`config.mk`:
```
export PLATFORM = sky130hd
export DESIGN_NAME = upconverter_fs4
export DESIGN_NICKNAME = d
export VERILOG_FILES = /design/src/rtl/upconverter_fs4.sv
export SDC_FILE = /design/constraint.sdc
export NUM_CORES = 1
export LEC_CHECK = 0
export CAP_MARGIN = 20
export CORE_MARGIN = 5
export CORE_UTILIZATION = 48
export CTS_BUF_LIST = sky130_fd_sc_hd__clkbuf_8
export CTS_CLUSTER_DIAMETER = 120
export CTS_CLUSTER_SIZE = 30
export DETAILED_ROUTE_END_ITERATION = 6
export GPL_TIMING_DRIVEN = 0
export PLACE_DENSITY = 0.86
export SLEW_MARGIN = 30
export SYNTH_ARGS = -nofsm -noshare
export SYNTH_HDL_FRONTEND = slang
export SYNTH_SLANG_ARGS = --single-unit
export TNS_END_PERCENT = 1
```
`constraint.sdc`:
```
create_clock -name i_clock -period 2.08 [get_ports i_clock]
set_input_delay 0.624 -clock i_clock [delete_from_list [all_inputs] [get_ports i_clock]]
set_output_delay 0.624 -clock i_clock [all_outputs]
set_load 0.03 [all_outputs]
```
`src/rtl/upconverter_fs4.sv`:
```
// -----------------------------------------------------------------------------
// upconverter_fs4
//
// Mixes complex baseband I/Q up to a real passband stream at fs/4. The real
// sequence is y[n] = I, -Q, -I, Q, ... and each accepted I/Q pair produces two
// consecutive real samples, presented together as (inph, inph_delay). A
// matching fs/4 downconverter can therefore undo the mix sample-exact.
//
// Negation saturates: -(most negative) becomes the most positive value. Each
// saturated negation is counted in a sticky counter that holds at all-ones.
//
// Ports
//   i_clock            in   clock, rising edge
//   i_reset_n          in   asynchronous active-low reset
//   i_inph_data        in   baseband I, signed
//   i_quad_data        in   baseband Q, signed
//   i_valid            in   input beat valid
//   o_ready            out  input beat can be accepted (registered)
//   i_sync             in   phase restart, applies only to an accepted beat
//   o_inph_data        out  real sample n   (even index)
//   o_inph_delay_data  out  real sample n+1 (odd index)
//   o_valid            out  output beat valid
//   i_ready            in   downstream accepts the output beat
//   o_sat_count        out  number of saturated negations, sticky at max
// -----------------------------------------------------------------------------
module upconverter_fs4 #(
  parameter int DATA_WIDTH = 16,
  parameter int SAT_CNT_W  = 16
) (
  input  logic                  i_clock,
  input  logic                  i_reset_n,
  input  logic [DATA_WIDTH-1:0] i_inph_data,
  input  logic [DATA_WIDTH-1:0] i_quad_data,
  input  logic                  i_valid,
  output logic                  o_ready,
  input  logic                  i_sync,
  output logic [DATA_WIDTH-1:0] o_inph_data,
  output logic [DATA_WIDTH-1:0] o_inph_delay_data,
  output logic                  o_valid,
  input  logic                  i_ready,
  output logic [SAT_CNT_W-1:0]  o_sat_count
);

  localparam logic [DATA_WIDTH-1:0] S_MIN = {1'b1, {(DATA_WIDTH-1){1'b0}}};
  localparam logic [DATA_WIDTH-1:0] S_MAX = {1'b0, {(DATA_WIDTH-1){1'b1}}};

  // registered state
  logic                  ready_q,   ready_d;
  logic                  phase_q,   phase_d;
  logic                  out_vld_q, out_vld_d;
  logic [DATA_WIDTH-1:0] out_i_q,   out_i_d;
  logic [DATA_WIDTH-1:0] out_d_q,   out_d_d;
  logic                  skd_vld_q, skd_vld_d;
  logic [DATA_WIDTH-1:0] skd_i_q,   skd_i_d;
  logic [DATA_WIDTH-1:0] skd_d_q,   skd_d_d;
  logic [SAT_CNT_W-1:0]  sat_cnt_q, sat_cnt_d;

  // combinational helpers
  logic                  accept_in;
  logic                  accept_out;
  logic                  use_phase;
  logic [DATA_WIDTH-1:0] neg_i;
  logic [DATA_WIDTH-1:0] neg_q;
  logic                  sat_i;
  logic                  sat_q;
  logic [DATA_WIDTH-1:0] mix_i;
  logic [DATA_WIDTH-1:0] mix_d;
  logic                  sat_hit;

  assign accept_in  = i_valid && ready_q;
  assign accept_out = out_vld_q && i_ready;

  // ---------------------------------------------------------------------------
  // Mixer: sync forces the current beat onto phase 0.
  // ---------------------------------------------------------------------------
  always_comb begin
    use_phase = i_sync ? 1'b0 : phase_q;

    sat_i = (i_inph_data == S_MIN);
    sat_q = (i_quad_data == S_MIN);
    neg_i = sat_i ? S_MAX : -i_inph_data;
    neg_q = sat_q ? S_MAX : -i_quad_data;

    mix_i   = i_inph_data;
    mix_d   = neg_q;
    sat_hit = sat_q;
    if (use_phase) begin
      mix_i   = neg_i;
      mix_d   = i_quad_data;
      sat_hit = sat_i;
    end
  end

  // ---------------------------------------------------------------------------
  // Two-entry output buffer. The output register is always the head; the skid
  // register only fills when a beat arrives while the head is stalled. Because
  // o_ready is the registered "skid empty" flag, a beat can never arrive while
  // both entries are full.
  // ---------------------------------------------------------------------------
  always_comb begin
    out_vld_d = out_vld_q;
    out_i_d   = out_i_q;
    out_d_d   = out_d_q;
    skd_vld_d = skd_vld_q;
    skd_i_d   = skd_i_q;
    skd_d_d   = skd_d_q;
    phase_d   = phase_q;
    sat_cnt_d = sat_cnt_q;

    if (accept_out) begin
      if (skd_vld_q) begin
        out_vld_d = 1'b1;
        out_i_d   = skd_i_q;
        out_d_d   = skd_d_q;
        skd_vld_d = accept_in;
        if (accept_in) begin
          skd_i_d = mix_i;
          skd_d_d = mix_d;
        end
      end else begin
        out_vld_d = accept_in;
        if (accept_in) begin
          out_i_d = mix_i;
          out_d_d = mix_d;
        end
      end
    end else if (accept_in) begin
      if (!out_vld_q) begin
        out_vld_d = 1'b1;
        out_i_d   = mix_i;
        out_d_d   = mix_d;
      end else begin
        skd_vld_d = 1'b1;
        skd_i_d   = mix_i;
        skd_d_d   = mix_d;
      end
    end

    if (accept_in) begin
      phase_d = ~use_phase;
      if (sat_hit && (sat_cnt_q != {SAT_CNT_W{1'b1}})) begin
        sat_cnt_d = sat_cnt_q + SAT_CNT_W'(1);
      end
    end

    ready_d = ~skd_vld_d;
  end

  always_ff @(posedge i_clock or negedge i_reset_n) begin
    if (!i_reset_n) begin
      ready_q   <= 1'b0;
      phase_q   <= 1'b0;
      out_vld_q <= 1'b0;
      out_i_q   <= '0;
      out_d_q   <= '0;
      skd_vld_q <= 1'b0;
      skd_i_q   <= '0;
      skd_d_q   <= '0;
      sat_cnt_q <= '0;
    end else begin
      ready_q   <= ready_d;
      phase_q   <= phase_d;
      out_vld_q <= out_vld_d;
      out_i_q   <= out_i_d;
      out_d_q   <= out_d_d;
      skd_vld_q <= skd_vld_d;
      skd_i_q   <= skd_i_d;
      skd_d_q   <= skd_d_d;
      sat_cnt_q <= sat_cnt_d;
    end
  end

  assign o_ready           = ready_q;
  assign o_valid           = out_vld_q;
  assign o_inph_data       = out_i_q;
  assign o_inph_delay_data = out_d_q;
  assign o_sat_count       = sat_cnt_q;

endmodule

```
==> flow_summary.toml, run 1 <==
[status]
status = "finished, violations left"
violations = "setup timing"

[cts]
cts_tree = "done"
numClockSinks = 84
clk_latency_ps = 360
clockBufferDepth = 2
clockRootBuffer = "clkbuf_8"
hold_buffers = 0
path_clk_slew_ps = 90
ctsHtreeMaxLevel = 3
cts_buffers = 9

[sta]
tns_ps = -106
fmax_mhz = 463
fin_skew_ps = 5.94
slew_violations = 0
grt_setup_unrepaired = "yes"
relSlewSlack_pct = 63.4
setup_viol = 3
hold_viol_final = 0
setup_ws_ps = -78.4
min_period_ps = 2160
timing.final.crit_share_pct = 104
worst_slew_pin_slew_ps = 549
hold_slack_ps = 121

[drt]
drc_errors = 0
drt_wl_total_um = 13300
wl_per_cell_um = 19.4
drtAntennaViolNets = 0
dr_total_vias = 4172
viasPerCell = 6.06
firstDrtPassIters = 5
drt_first_iter_violations = 376

[floorplanning]
io_pins = 87
die_area_um2 = 10700
die-width_um = 103
die_y_um = 103
rows = 34
coreArea_um2 = 8590
start_util_pct = 48.7

[layout]
nets = 615
area_growth_pct = 41.1
drive_gt1_share_pct = 23.6
post-route-cell-area_um2 = 5900
fillers = 636

[setup_path]
crit_slowest_cell = "or4_4"
crit_required_ps = 2370
crit_chain = "buf_6 > or4_4 > nor4_4 > and3_4 > o2111ai_4 > buf_6 > nor3_4 > xor2_1"
cp_slowest_stage_delay_ps = 550
crit_path_max_fanout = 3
cp-end-kind = "flip-flop"
cpMostUsedCell = "buf_6"
crit_type = "in2reg"
r2r-end = "o_sat_count[11]"
crit_arrival_ps = 2450
r2r_start = "o_sat_count[0]"
startpoint_type = "input pin"
r2r_setup_slack_ps = 0
r2r_cells = 8

[pwr]
p_per_area_nw_per_um2 = 1270
p_leak_uw = 0.00278
peakVddDrop_v = 0.000531

[yosys]
synth_fp_nets = 484
synth_edf_count = 0
synth_ff_type = "dfrtp_1"
synth_top_area_share_pct = 50.2
avgSynthCellArea_um2 = 9.42
ys_seq_area_share_pct = 50.2
synth_cell_types = 45
synth-warning-count = 0
netlist_area_um2 = 4180
async_flop_share_pct = 100
syn_inst = 444
synth_top_area_cell = "dfrtp_1"
ys_ff_latch = 84
ys_top_cells_by_area = "dfrtp_1 (50%), o21ai_0 (5.9%), xnor2_1 (5.0%)"
synth_common_cells = "dfrtp_1 (84), nor2_1 (49), o21ai_0 (49)"
synth.most_common_cell = "dfrtp_1"

[grt]
antenna_found_initial = 1
overflow = 0
grt_pass1_vias = 4307
grt_pass1_wl_um = 21100
grt_usage_pct = 25.7
grt_max_degree = 55

[placement]
gp_congestion = 0.937
portBuffers = 86
place_hpwl_um = 8410
postPlaceCellArea_um2 = 5220

[job]
max-cap-violations = 0

[worst_hold_path]
hp-class = "in2async"
-- critical path: cells and delay by family --
kind / cells / cell delay, ps
xor gates and xnor gates: 1 / 200
buffers and inverters: 2 / 270
and+or+nand+nor: 4 / 1190
AOI/OAI and AO/OA: 1 / 160
-- cell type report --
cell class | count | area, µm² | area share [%]
Multi-Input combinational cell | 325 | 2170 | 36.8
Antenna cell | 1 | 2.50 | 0.0424
Buffer | 19 | 109 | 1.84
Timing Repair Buffer | 123 | 1140 | 19.4
Clock buffer | 11 | 151 | 2.56
Clock inverter | 5 | 35.0 | 0.593
Tap cell | 108 | 135 | 2.29
Sequential cell | 84 | 2100 | 35.6
Inverter | 13 | 51.3 | 0.869
-- state kept, by name, indices dropped and copies added (netlist names) --
signal / flops
o_sat_count: 16
o_valid: 1
o_inph_delay_data: 16
skd_vld_q: 1
o_ready: 1
skd_d_q: 16
phase_q: 1
o_inph_data: 16
skd_i_q: 16
-- placed cells by master (no fill, tap or decap), types with 6 or more instances in the layout --
master and instances:
dfrtp_1 84, nand2_1 43, o21ai_0 41, nor2_1 41
buf_4 34, a21oi_1 29, clkdlybuf4s50_1 29, xnor2_1 24
dlygate4sd2_1 21, dlymetal6s2s_1 18, xor2_1 17, clkbuf_2 16
a31oi_1 15, o22ai_1 12, clkbuf_8 11, inv_1 9
o21ai_1 8, nor2_2 8, buf_2 8, nor3_1 8
nand3_1 7, a22oi_1 7, nor3_4 6, buf_6 6
-- timing repair --
item	CTS	global route
setup endpoints to repair	97	89
gates resized for setup	114	79
setup buffers	28	8
pin swaps	18	21
-- kinds of logic after synthesis --
logic type,Yosys count,synth area share [%]
multiplexers,2,0.538
AO/OA/AOI/OAI,131,18.6
XOR/XNOR,42,8.79
adder cells (fa/ha/maj),3,0.897
flip-flops,84,50.2
buffers and inverters,35,3.32
AND/OR/NAND/NOR,147,17.6
-- metrics by stage --
stage / setup slack, ps / std cells / total power, µW / util [%]
after detailed placement: -1010 / 639 / 6160 / 60.8
after floorplan: -203 / 444 / 4780 / -
final: -78.4 / 689 / 7470 / 68.7
after CTS: -79.3 / 681 / 7350 / 67.1
after global placement: -2390 / 638 / 6030 / 60.5
after global routing: -154 / 689 / 7930 / 68.7
-- worst max-delay path by stage --
stage / start / endpoint / slack (ps) / cells past startpoint
finish: i_quad_data[11] / o_sat_count[11] / -80 / 8
global placement: i_reset_n / o_sat_count[8] / -2390 / 1
detailed placement: i_inph_data[0] / o_sat_count[11] / -1010 / 9
CTS: i_quad_data[11] / o_sat_count[13] / -80 / 7
global route: i_inph_data[1] / o_sat_count[11] / -150 / 11
floorplan: i_quad_data[10] / o_sat_count[1] / -200 / 6
-- layer usage --
layer	share of wire [%]	up-vias	global-route usage [%]	wire (µm)
met4	3.8	0	11.2	508
met1	38	2040	31.1	5040
li1	-	1842	-	-
met3	8.7	54	6.77	1160
met2	50	236	43.1	6630
met5	0	-	0	0
-- power by group --
group	switching, µW	internal, µW
clock	640	502
sequential	405	2300
combinational	2230	1400
No activity file was read; power rests on OpenSTA's default activity.
==> run 2, diff against run 1 <==
CORE_ASPECT_RATIO = 1.75   (was unset)
==> run 2 against run 1 <==
The run still ends with setup timing left; flip-flop and latch count is the same; critical path depth is 8 higher; largest cell class unchanged; total power up 0.94%; via count shrank 0.41%; worst setup slack got worse by 110 ps; non-clock buffer count unchanged; first-iteration DRC count up 20%; sequential share of layout area fell by 0.21 points.
==> flow_summary.toml, run 2 (same netlist as run 1, synthesis figures left out) <==
[pwr]
p_leak_uw = 0.00272
p_per_area_nw_per_um2 = 1270
peakVddDrop_v = 0.000850
finalPower_uw = 7540

[drt]
firstDrtPassIters = 6
wl_per_cell_um = 19.9
viasPerCell = 5.98
drc_errors = 0
dr_total_vias = 4155
drt_first_iter_violations = 452
drtAntennaViolNets = 0
drt_wl_total_um = 13800

[floorplanning]
coreArea_um2 = 8610
rows = 45
start_util_pct = 48.6
io_pins = 87
die-width_um = 80.6
die_y_um = 134
die_area_um2 = 10800

[setup_path]
crit_type = "in2reg"
cp_slowest_stage_delay_ps = 220
cpMostUsedCell = "buf_4"
crit_required_ps = 2380
crit_cells = 16
cp-end-kind = "flip-flop"
critical_path_buf_inv_count = 12
r2r_cells = 8
crit_slowest_cell = "a21oi_1"
critPathTopFamily = "buffers and inverters"
crit_path_max_fanout = 3
crit_chain = "buf_2 > inv_2 > buf_4 > buf_4 > buf_4 > buf_4 > buf_4 > buf_4 > buf_4 > buf_4 > buf_4 > buf_4 > nor2_2 > a211oi_2 > a21oi_1 > a21o_1"
crit_arrival_ps = 2580
startpoint_type = "input pin"

[grt]
grt_pass1_vias = 4359
use_met1_pct = 25.5
grtUsageMet3_pct = 6.16
grt_usage_pct = 25.7
overflow = 0
grt_max_degree = 45
antenna_found_initial = 0
top_usage_layer = "met2"
grt_use_met2_pct = 45.1
grt_pass1_wl_um = 21100

[sta]
setup_viol = 28
min_period_ps = 2270
fin_skew_ps = 8.49
grt_setup_unrepaired = "yes"
slew_violations = 0
hold_viol_final = 0
setup_ws_ps = -192
relSlewSlack_pct = 62.2
fmax_mhz = 440
worst_slew_pin_slew_ps = 568
timing.final.crit_share_pct = 109

[layout]
fillers = 607
drive_gt1_share_pct = 23.2
nets = 615
antenna_cells = 0
ff_latch_area_um2 = 2100
layout_common_cells = "dfrtp_1 (84), nand2_1 (43), clkdlybuf4s50_1 (41)"
area_growth_pct = 42.0
finalNonFillerCells = 695
multi_input_area_um2 = 2180
final_common_cell = "dfrtp_1"

[cts]
cts_tree = "done"
clockRootBuffer = "clkbuf_8"
clockBufferDepth = 2
cts_buffers = 9
numClockSinks = 84
clk_latency_ps = 360
ctsHtreeMaxLevel = 3
hold_buffers = 0
path_clk_slew_ps = 80

[status]
violations = "setup timing"
status = "finished, violations left"

[placement]
dp_cells = 648
portBuffers = 86
place_hpwl_um = 9090
gp_congestion = 0.931

[job]
max-cap-violations = 0

[worst_hold_path]
hp-class = "in2async"
[run 2: changes by cell type in the layout (fill, tap and decap cells not counted), sizes merged]
cell           before  now
clkdlybuf4s50      29   41
clkinvlp            1    0
bufinv              0    1
clkdlybuf4s15       2    3
clkinv              3    1
clkbuf             32   26
buf                51   50
diode               1    0
dlymetal6s2s       18   10
dlygate4sd2        21   23
[run 2: layer usage]
layer,vias up,wire (µm)
met5,-,0
met4,0,960
met3,80,1080
met2,253,7390
met1,1996,4390
li1,1826,-
[run 2: layout make-up]
| class | count | share of cell area, % |
|---|---|---|
| multi-input combinational | 325 | 36.7 |
| sequential | 84 | 35.4 |
| timing repair buffer | 123 | 19.5 |
| clock buffer | 11 | 2.55 |
| tap | 117 | 2.46 |
| buffer | 19 | 1.90 |
| inverter | 13 | 0.822 |
| clock inverter | 3 | 0.653 |
[run 2: stage by stage]
step                      instance area (µm²)  setup TNS (ps)  hold WS, ps  util, %  worst slack (ps)
after global routing                     5940           -5280          185     68.9              -277
after floorplan                          4200           -2230          328        -              -203
after global placement                   5210         -270570          456     60.4             -2500
after CTS                                5790            -968          171     67.2              -112
final                                    5940           -1720          164     68.9              -192
after detailed placement                 5230          -63120          462     60.7             -1050
[run 2: worst paths after layout]
check | start | to | slack [ps]
max reg2reg | o_sat_count[0] | o_sat_count[11] | 20
max in group asynchronous | i_reset_n | skd_d_q[15] | 1380
min | i_reset_n | o_sat_count[7] | 160
min reg2reg | o_inph_delay_data[4] | o_inph_delay_data[4] | 480
max | i_inph_data[1] | o_inph_data[1] | -190
min in group i_clock | o_inph_delay_data[4] | o_inph_delay_data[4] | 480
[run 2: where the power goes]
part | switching [µW] | internal, µW
logic | 2270 | 1410
clock network | 557 | 601
registers | 411 | 2300
total | 3230 | 4310
[run 2: what timing repair did]
item	in CTS	in global routing
pin swaps	19	25
setup endpoints to repair	92	93
cloned	0	0
setup buffers	27	9
gates resized for setup	117	47
==> run 3, diff against run 2 <==
CORE_MARGIN = 4   (was 5)
CORE_UTILIZATION = 49   (was 48)
DONT_BUFFER_PORTS = 1   (was unset)
PLACE_DENSITY = 0.73   (was 0.86)
==> run 3 against run 2 <==
The run ends with hold timing left; sequential power rose by 26%; flip-flop and latch count is the same; clock skew is 3.4 ps higher; critical endpoint is now o_sat_count[1]; via count is 16% lower; final area fell by 20%; critical path depth down 10; clock power up 3%.
==> flow_summary.toml, run 3 (same netlist as run 1, synthesis figures left out) <==
[drt]
drtAntennaViolNets = 0
dr_total_vias = 3499
drt_first_iter_violations = 293
drt_wl_total_um = 11500
wl_per_cell_um = 19.7
drc_errors = 0
firstDrtPassIters = 5
viasPerCell = 5.98

[cts]
clockRootBuffer = "clkbuf_8"
numClockSinks = 84
cts_tree = "done"
clk_latency_ps = 370
clockBufferDepth = 2
path_clk_slew_ps = 80
cts_buffers = 9
ctsHtreeMaxLevel = 3

[sta]
hold_slack_ps = -54.9
setup_viol = 0
hold_viol_final = 84
min_period_ps = 2060
relSlewSlack_pct = 60.7
grt_setup_unrepaired = "yes"
timing.final.crit_share_pct = 99.2
tns_ps = 0
fmax_mhz = 485
fin_skew_ps = 11.9
slew_violations = 0
worst_slew_pin_slew_ps = 589

[placement]
dp_cells = 559
place_hpwl_um = 8310
gp_congestion = 0.892
portBuffers = 0

[setup_path]
r2r_cells = 7
crit_type = "in2reg"
crit_path_max_fanout = 10
crit_required_ps = 2320
r2r_start = "o_sat_count[0]"
r2r-end = "o_sat_count[13]"
r2r_setup_slack_ps = 20
cp-end-kind = "flip-flop"
startpoint_type = "input pin"
crit_arrival_ps = 2300

[layout]
area_growth_pct = 14.1
multi_input_area_um2 = 2090
ff_latch_area_um2 = 2110
nets = 505
antenna_cells = 0
fillers = 734
drive_gt1_share_pct = 16.8
final_common_cell = "dfrtp_1"
layout_common_cells = "dfrtp_1 (76), o21ai_0 (49), nand2_1 (44), nor2_1 (44), a21oi_1 (29)"
finalNonFillerCells = 585

[floorplanning]
rows = 44
io_pins = 87
coreArea_um2 = 8310
die_area_um2 = 10100
die_y_um = 130
die-width_um = 77.9
start_util_pct = 50.3

[status]
status = "finished, violations left"
violations = "hold timing"

[grt]
grt_max_degree = 85
antenna_found_initial = 0
grt_pass1_vias = 3595
grt_usage_pct = 23.0
overflow = 0
grt_pass1_wl_um = 17900

[pwr]
p_per_area_nw_per_um2 = 1390
p_leak_uw = 0.00201
finalPower_uw = 6650
peakVddDrop_v = 0.000726

[job]
max-cap-violations = 0

[worst_hold_path]
hp-class = "in2async"
## run 3: cell count changes in the layout (fill, tap and decap cells not counted), sizes merged
| cell | delta |
|---|---|
| clkinvlp | +1 |
| buf | -37 |
| clkbuf | +4 |
| dlymetal6s2s | -10 |
| dlygate4sd2 | -23 |
| clkdlybuf4s15 | -3 |
| clkdlybuf4s50 | -41 |
| clkinv | +1 |
## run 3: per-layer routing
metal | GRT usage, % | wire, µm | share of wire, %
met4 | 13.9 | 543 | 4.7
met3 | 8.08 | 1060 | 9.2
met5 | 0 | 0 | 0
met1 | 24.0 | 3890 | 34
met2 | 39.5 | 6030 | 52
## run 3: report_power, final
part           leakage, µW  total [µW]  internal, µW  switching, µW
registers         0.000996        3410          2290           1110
clock network     0.000107        1200           612            586
logic             0.000910        2050           770           1280
## run 3: through the flow
| step | util [%] | instance area, µm² | worst slack [ps] | hold slack [ps] |
|---|---|---|---|---|
| global placement | 52.2 | 4340 | -501 | 332 |
| global route | 57.4 | 4770 | -110 | -74.2 |
| detailed placement | 52.2 | 4340 | -553 | 332 |
| CTS | 55.6 | 4620 | -106 | -66.5 |
| floorplan | - | 4200 | -203 | 328 |
| finish | 57.4 | 4770 | 16.8 | -54.9 |
## run 3: layout make-up
cell class | count | area share [%]
Sequential cell | 84 | 44.2
Multi-Input combinational cell | 325 | 43.7
Clock buffer | 11 | 3.17
Tap cell | 115 | 3.01
Buffer | 22 | 2.20
Timing Repair Buffer | 10 | 1.57
Clock inverter | 5 | 1.07
Inverter | 13 | 1.02
## run 3: repair_timing
item,CTS,global route
buffers inserted,4,6
gates resized for setup,15,32
endpoints found under the setup margin,56,74
pin swaps,2,9
endpoints found under the hold margin,84,84
gates cloned,0,0
## run 3: worst max-delay path: stages
cell and delay (ps):
or4_4 560, nor4_4 210, and3_4 270, buf_6 150
o21a_4 180, mux2_1 320
## run 3: worst max path at each step
stage,startpoint,endpoint,slack [ps]
final,i_quad_data[10],o_sat_count[1],20
after global routing,o_sat_count[0],o_sat_count[9],-110
after CTS,o_sat_count[0],o_sat_count[15],-110
after detailed placement,i_inph_data[1],o_sat_count[13],-550
after global placement,i_inph_data[1],o_sat_count[13],-500
after floorplan,i_quad_data[10],o_sat_count[1],-200
